## src/rtl/tune_ctrl.sv

```systemverilog
// tune_ctrl: station tuning controller for the FM receiver.
// Holds the tuned frequency (units of 100 kHz), takes up/down/preset
// requests, and computes the DDS phase reload constant
// K = (freq*STEP_K)>>8 with an 11-step shift-add multiplier. In the same
// 11 steps it converts freq to four BCD digits with a double-dabble shifter.
// Ports:
//   clk, reset       clock and synchronous active-high reset
//   up, down         1-cycle step requests (+/-100 kHz, wrap at the band edges)
//   preset           1-cycle request to load preset_freq (clamped to the band)
//   preset_freq[10:0] preset target, binary, units of 100 kHz
//   K                registered DDS reload constant
//   k_valid          1-cycle pulse when K/freq_bcd were just updated
//   busy             high while a computation is running
//   freq_bcd[15:0]   frequency as 4 BCD digits, e.g. 16'h0877 = 87.7 MHz
module tune_ctrl #(
  parameter int          WIDTH_DDS = 32,
  parameter int          F_MIN     = 875,
  parameter int          F_MAX     = 1080,
  parameter int          F_RESET   = 1000,
  parameter int unsigned STEP_K    = 458129845
) (
  input  logic                 clk,
  input  logic                 reset,
  input  logic                 up,
  input  logic                 down,
  input  logic                 preset,
  input  logic [10:0]          preset_freq,
  output logic [WIDTH_DDS-1:0] K,
  output logic                 k_valid,
  output logic                 busy,
  output logic [15:0]          freq_bcd
);

  // Accumulator holds freq*STEP_K exactly: 8 fractional bits plus one guard bit.
  localparam int AW = WIDTH_DDS + 9;
  localparam logic [AW-1:0] STEP_A = AW'(STEP_K);

  function automatic logic [15:0] bin2bcd(input logic [10:0] b);
    logic [15:0] s;
    s = '0;
    for (int i = 10; i >= 0; i--) begin
      for (int d = 0; d < 4; d++)
        if (s[4*d +: 4] >= 4'd5) s[4*d +: 4] = s[4*d +: 4] + 4'd3;
      s = {s[14:0], b[i]};
    end
    return s;
  endfunction

  localparam logic [63:0]          RST_PROD = 64'(F_RESET) * 64'(STEP_K);
  localparam logic [WIDTH_DDS-1:0] RST_K    = RST_PROD[WIDTH_DDS+7:8];
  localparam logic [15:0]          RST_BCD  = bin2bcd(11'(F_RESET));

  typedef enum logic [1:0] {IDLE, CALC, DONE} state_t;
  typedef enum logic [1:0] {P_NONE, P_UP, P_DN, P_PRE} pend_t;

  state_t                 state_q;
  pend_t                  pend_q;
  logic [10:0]            pend_freq_q;
  logic [10:0]            freq_q;
  logic [10:0]            fsh_q;      // freq copy shifted out MSB first
  logic [AW-1:0]          acc_q;
  logic [15:0]            bcd_q;
  logic [3:0]             cnt_q;
  logic [WIDTH_DDS-1:0]   k_q;
  logic [15:0]            freq_bcd_q;
  logic                   k_valid_q;

  logic [10:0] clamp_d, up_d, dn_d, freq_d;
  logic        step_up, step_dn, new_req, accept_d;
  logic [15:0] bcd_adj;

  assign step_up = up & ~down & ~preset;
  assign step_dn = down & ~up & ~preset;
  assign new_req = preset | step_up | step_dn;

  always_comb begin
    clamp_d = preset_freq;
    if (preset_freq < 11'(F_MIN)) clamp_d = 11'(F_MIN);
    else if (preset_freq > 11'(F_MAX)) clamp_d = 11'(F_MAX);
    up_d = (freq_q == 11'(F_MAX)) ? 11'(F_MIN) : freq_q + 11'd1;
    dn_d = (freq_q == 11'(F_MIN)) ? 11'(F_MAX) : freq_q - 11'd1;
  end

  // A fresh request in IDLE supersedes an older pending one.
  always_comb begin
    freq_d   = freq_q;
    accept_d = new_req || (pend_q != P_NONE);
    if (preset)       freq_d = clamp_d;
    else if (step_up) freq_d = up_d;
    else if (step_dn) freq_d = dn_d;
    else begin
      case (pend_q)
        P_UP:    freq_d = up_d;
        P_DN:    freq_d = dn_d;
        P_PRE:   freq_d = pend_freq_q;
        default: freq_d = freq_q;
      endcase
    end
  end

  // Double-dabble correction: digits >= 5 get +3 before the shift.
  for (genvar gi = 0; gi < 4; gi++) begin : g_dabble
    assign bcd_adj[4*gi +: 4] = (bcd_q[4*gi +: 4] >= 4'd5) ?
                                bcd_q[4*gi +: 4] + 4'd3 : bcd_q[4*gi +: 4];
  end

  always_ff @(posedge clk) begin
    if (reset) begin
      state_q     <= IDLE;
      pend_q      <= P_NONE;
      pend_freq_q <= '0;
      freq_q      <= 11'(F_RESET);
      fsh_q       <= '0;
      acc_q       <= '0;
      bcd_q       <= '0;
      cnt_q       <= '0;
      k_q         <= RST_K;
      freq_bcd_q  <= RST_BCD;
      k_valid_q   <= 1'b0;
    end else begin
      k_valid_q <= 1'b0;
      case (state_q)
        IDLE: begin
          if (accept_d) begin
            freq_q  <= freq_d;
            fsh_q   <= freq_d;
            acc_q   <= '0;
            bcd_q   <= '0;
            cnt_q   <= '0;
            pend_q  <= P_NONE;
            state_q <= CALC;
          end
        end
        CALC: begin
          acc_q <= {acc_q[AW-2:0], 1'b0} + (fsh_q[10] ? STEP_A : '0);
          bcd_q <= {bcd_adj[14:0], fsh_q[10]};
          fsh_q <= {fsh_q[9:0], 1'b0};
          cnt_q <= cnt_q + 4'd1;
          if (cnt_q == 4'd10) state_q <= DONE;
        end
        DONE: begin
          k_q        <= acc_q[WIDTH_DDS+7:8];
          freq_bcd_q <= bcd_q;
          k_valid_q  <= 1'b1;
          state_q    <= IDLE;
        end
        default: state_q <= IDLE;
      endcase

      // Requests arriving mid-computation are parked; last one wins.
      if (state_q != IDLE) begin
        if (preset) begin
          pend_q      <= P_PRE;
          pend_freq_q <= clamp_d;
        end else if (step_up) begin
          pend_q <= P_UP;
        end else if (step_dn) begin
          pend_q <= P_DN;
        end
      end
    end
  end

  assign K        = k_q;
  assign freq_bcd = freq_bcd_q;
  assign k_valid  = k_valid_q;
  assign busy     = (state_q != IDLE);

endmodule

```

## config.mk

```make
export PLATFORM = sky130hd
export DESIGN_NAME = tune_ctrl
export DESIGN_NICKNAME = d
export VERILOG_FILES = /design/src/rtl/tune_ctrl.sv
export SDC_FILE = /design/constraint.sdc
export NUM_CORES = 1
export LEC_CHECK = 0
export ABC_AREA = 1
export CAP_MARGIN = 30
export CORE_ASPECT_RATIO = 1.4
export CORE_UTILIZATION = 25
export DETAILED_ROUTE_END_ITERATION = 10
export HOLD_SLACK_MARGIN = 0.05
export PLACE_DENSITY_LB_ADDON = 0.15
export SETUP_SLACK_MARGIN = 0.5
export SLEW_MARGIN = 5
export SYNTH_ARGS = -nofsm -noshare
export SYNTH_HDL_FRONTEND = slang
export SYNTH_SLANG_ARGS = --single-unit
```

## constraint.sdc

```tcl
create_clock -name clk -period 2.2 [get_ports clk]
set_clock_uncertainty 0.15 [all_clocks]
set_input_delay 0.44 -clock clk [delete_from_list [all_inputs] [get_ports clk]]
set_output_delay 0.44 -clock clk [all_outputs]
set_load 0.05 [all_outputs]
```

==> qor.json <==
{
  "dieHeight": {"value": 219, "unit": "µm"},
  "achievable_freq": {"value": 0.424, "unit": "GHz"},
  "finished_cell_area": {"value": 12500, "unit": "µm²"},
  "cts_buffer_depth": {"value": 2},
  "netlist_area": {"value": 8400, "unit": "µm²"},
  "critical-path-max-stage-delay": {"value": 380, "unit": "ps"},
  "dpl-instance-area": {"value": 10700, "unit": "µm²"},
  "antennaDiodeCount": {"value": 0},
  "place.gp.congestion": {"value": 0.908},
  "die_width": {"value": 157, "unit": "µm"},
  "numCtsBuffers": {"value": 17},
  "ys_seq_area_share": {"value": 34.6, "unit": "%"},
  "start_util": {"value": 25.4, "unit": "%"},
  "rows": {"value": 79},
  "cp_max_fo": {"value": 4},
  "htree_levels": {"value": 4},
  "detailroute.via_count": {"value": 9287},
  "crit_path_end_kind": {"value": "flip-flop"},
  "first_iter_violations": {"value": 431},
  "grt_start_max_net_pins": {"value": 81},
  "post_synth.cell_area_avg": {"value": 6.55, "unit": "µm²"},
  "number_of_flip_flops_and_latches_in_the_synthesized_netlist": {"value": 145},
  "tightest_slew": {"value": 556, "unit": "ps"},
  "final_max_tran_viols": {"value": 0},
  "cts_hold_repair.buffers": {"value": 0},
  "antenna_violating_nets_post_route": {"value": 0},
  "worst_hold_path_type": {"value": "in2reg"},
  "critPathBufInv": {"value": 3},
  "grt_first_pass_wirelength": {"value": 49400, "unit": "µm"},
  "rsz0062_at_grt": {"value": "yes"},
  "maxcap_viol_count": {"value": 0},
  "final_net_count": {"value": 1555},
  "ir_drop": {"value": 397, "unit": "µV"},
  "layout_commonest_cell": {"value": "sky130_fd_sc_hd__nand2_1"},
  "slew-limit-headroom": {"value": 63.0, "unit": "%"},
  "clk-insertion-delay-late": {"value": 440, "unit": "ps"},
  "syn-num-nets": {"value": 1325},
  "met2_length": {"value": 17200, "unit": "µm"},
  "met1_wire_length": {"value": 12900, "unit": "µm"},
  "worst_path_max_delay_cell": {"value": "sky130_fd_sc_hd__dfxtp_4"},
  "met3_wirelength": {"value": 750, "unit": "µm"},
  "worstPathCellList": {"value": "buf_8 -> buf_6 -> ha_4 -> nand2_4 -> o21ai_4 -> nand2_2 -> nand2_4 -> nand2_4 -> o21ai_4 -> buf_4 -> nand2_2 -> nand2_2 -> a21oi_2 -> nand2_1 -> a21oi_1"},
  "report.final.setup_viol": {"value": 23},
  "setup.worst_path.start_class": {"value": "flip-flop"},
  "post-route-worst-setup-slack": {"value": -157, "unit": "ps"},
  "detail_route.first_pass.iterations": {"value": 5},
  "outcome": {"value": "finished, violations left"},
  "library_cells_used_by_synthesis": {"value": 49},
  "total_power": {"value": 7.43, "unit": "mW"},
  "port-buffer-count": {"value": 65},
  "instances_no_fill": {"value": 1970},
  "worst_ep_arrival_time": {"value": 2520, "unit": "ps"},
  "io_pins": {"value": 66},
  "vias_in_the_first_global_route": {"value": 9265},
  "post-route-util": {"value": 37.7, "unit": "%"},
  "post_synth_inst_count": {"value": 1282},
  "finalCriticalPeriod": {"value": 2360, "unit": "ps"},
  "failed_checks": {"value": "setup timing"},
  "final_cell_mix": {"value": "249 x sky130_fd_sc_hd__nand2_1, 163 x sky130_fd_sc_hd__buf_4, 134 x sky130_fd_sc_hd__dfxtp_1, 134 x sky130_fd_sc_hd__a21oi_1, 129 x sky130_fd_sc_hd__inv_1"},
  "hold_ws": {"value": 294, "unit": "ps"},
  "timing_hold_violations_final": {"value": 0},
  "layout_cell_share_with_drive_strength_beyond_1": {"value": 35.0, "unit": "%"},
  "fin_crit_sh": {"value": 107, "unit": "%"},
  "yosysWarnings": {"value": 0},
  "dpl_worst_slack": {"value": -345, "unit": "ps"},
  "viasPerCell": {"value": 4.71},
  "worst-setup-path-type": {"value": "reg2reg"},
  "cts.sink_count": {"value": 145},
  "die_area": {"value": 34300, "unit": "µm²"},
  "pwr_density_cell": {"value": 594, "unit": "nW/µm²"},
  "dp_hpwl": {"value": 23100, "unit": "µm"},
  "critPathRequiredTime": {"value": 2360, "unit": "ps"},
  "remaining_drc_errors": {"value": 0},
  "finalWirelength": {"value": 32300, "unit": "µm"},
  "synthToLayoutAreaGrowth": {"value": 48.8, "unit": "%"},
  "clkSlewWorstSetupHoldPaths": {"value": 60, "unit": "ps"},
  "highest_layer": {"value": "met4"},
  "grt_overflow_total": {"value": 0},
  "drt-wirelength-per-cell": {"value": 16.4, "unit": "µm"},
  "cpLargestDelayFamily": {"value": "compound AO/OA/AOI/OAI gates"},
  "timing.setup.tns": {"value": -1930, "unit": "ps"},
  "core_region_area": {"value": 33100, "unit": "µm²"},
  "overall_global_routing_usage": {"value": 19.0, "unit": "%"},
  "static-leakage-power": {"value": 5.33, "unit": "nW"},
  "cts_tree": {"value": "built"},
  "dp_cells": {"value": 1889},
  "clock-root-buffer": {"value": "sky130_fd_sc_hd__clkbuf_16"},
  "antenna_violations_before_repair": {"value": 0}
}
[cell usage after synthesis, drive strengths merged]
cell type    n  area (µm²)
a211oi       3        22.5
a21boi       3        22.5
a21o         3        22.5
a21oi      155         791
a22o         1        8.76
a22oi        1        7.51
a311oi       1        8.76
a31o         1        8.76
a31oi        5        46.3
buf         21         115
clkbuf      32         121
clkinv       2        7.51
dfxtp      145        2900
ha          27         338
inv        156         586
nand2      327        1270
nand3      102         526
nand4       26         163
nor2       104         435
nor3        11        60.1
nor4         1        6.26
o211ai      18         135
o21a         2        15.0
o21ai      109         576
o21bai       3        33.8
o22ai        9        56.3
o31ai        1        7.51
o32ai        1        8.76
or2          4        25.0
xor2         8        70.1
[worst register-to-register path, stage by stage, from the launching register on]
cell,delay [ps]
sky130_fd_sc_hd__dfxtp_4,380
sky130_fd_sc_hd__buf_8,150
sky130_fd_sc_hd__buf_6,120
sky130_fd_sc_hd__ha_4,280
sky130_fd_sc_hd__nand2_4,50
sky130_fd_sc_hd__o21ai_4,150
sky130_fd_sc_hd__nand2_2,80
sky130_fd_sc_hd__nand2_4,70
sky130_fd_sc_hd__nand2_4,60
sky130_fd_sc_hd__o21ai_4,260
sky130_fd_sc_hd__buf_4,170
sky130_fd_sc_hd__nand2_2,50
sky130_fd_sc_hd__nand2_2,70
sky130_fd_sc_hd__a21oi_2,50
sky130_fd_sc_hd__nand2_1,90
sky130_fd_sc_hd__a21oi_1,50
[flip-flops by register name, summed over array words and instances, names as in the netlist]
| signal | cells |
|---|---|
| acc_q | 40 |
| K | 32 |
| freq_bcd | 16 |
| bcd_q | 15 |
| freq_q | 11 |
| fsh_q | 11 |
| pend_freq_q | 11 |
| cnt_q | 4 |
| pend_q | 2 |
| state_q | 2 |
| k_valid | 1 |
[routing by layer]
layer	vias up	track usage (%)
li1	4704	-
met1	4336	19.9
met2	175	35.5
met3	72	2.67
met4	0	10.9
met5	-	0
[timing repair]
action / in CTS / in global routing
setup endpoints to repair: 134 / 95
gates cloned: 1 / 3
setup buffers: 17 / 28
pin swaps: 58 / 86
resized for setup: 395 / 136
[path summary, 6_finish.rpt]
path	start	end	slack, ps	depth (start not counted)
worst min register to register	bcd_q[15]$_SDFFE_PP0P_	bcd_q[15]$_SDFFE_PP0P_	310	2
worst max register to register	fsh_q[10]$_SDFFE_PP0P_	acc_q[24]$_SDFFE_PP0P_	-160	15
worst max-delay path	fsh_q[10]$_SDFFE_PP0P_	acc_q[24]$_SDFFE_PP0P_	-160	15
worst min-delay path	reset	acc_q[1]$_SDFFE_PP0P_	290	4
[cell type report]
cell class,instances,area (µm²)
Fill cell,3555,20600
Multi-Input combinational cell,927,5660
Sequential cell,145,2930
Timing Repair Buffer,263,2170
Inverter,158,621
Tap cell,445,557
Clock buffer,20,447
Clock inverter,12,109
[cell families (layout without fill, tap and decap cells)]
| logic type | after synthesis | in the layout | share of synthesized area, % |
|---|---|---|---|
| simple gates | 575 | 576 | 29.6 |
| compound gates | 316 | 316 | 21.1 |
| buf+inv | 211 | 453 | 9.88 |
| flops | 145 | 145 | 34.6 |
| fa+ha+maj | 27 | 27 | 4.02 |
| xor+xnor | 8 | 8 | 0.835 |
[report_power, final]
group          total (mW)  switching, mW  internal, mW
Clock                2.85           1.26          1.59
Combinational        1.77           1.00         0.764
Sequential           2.81         0.0954          2.72
Total                7.43           2.35          5.07
(Power assumes the default switching activity.)
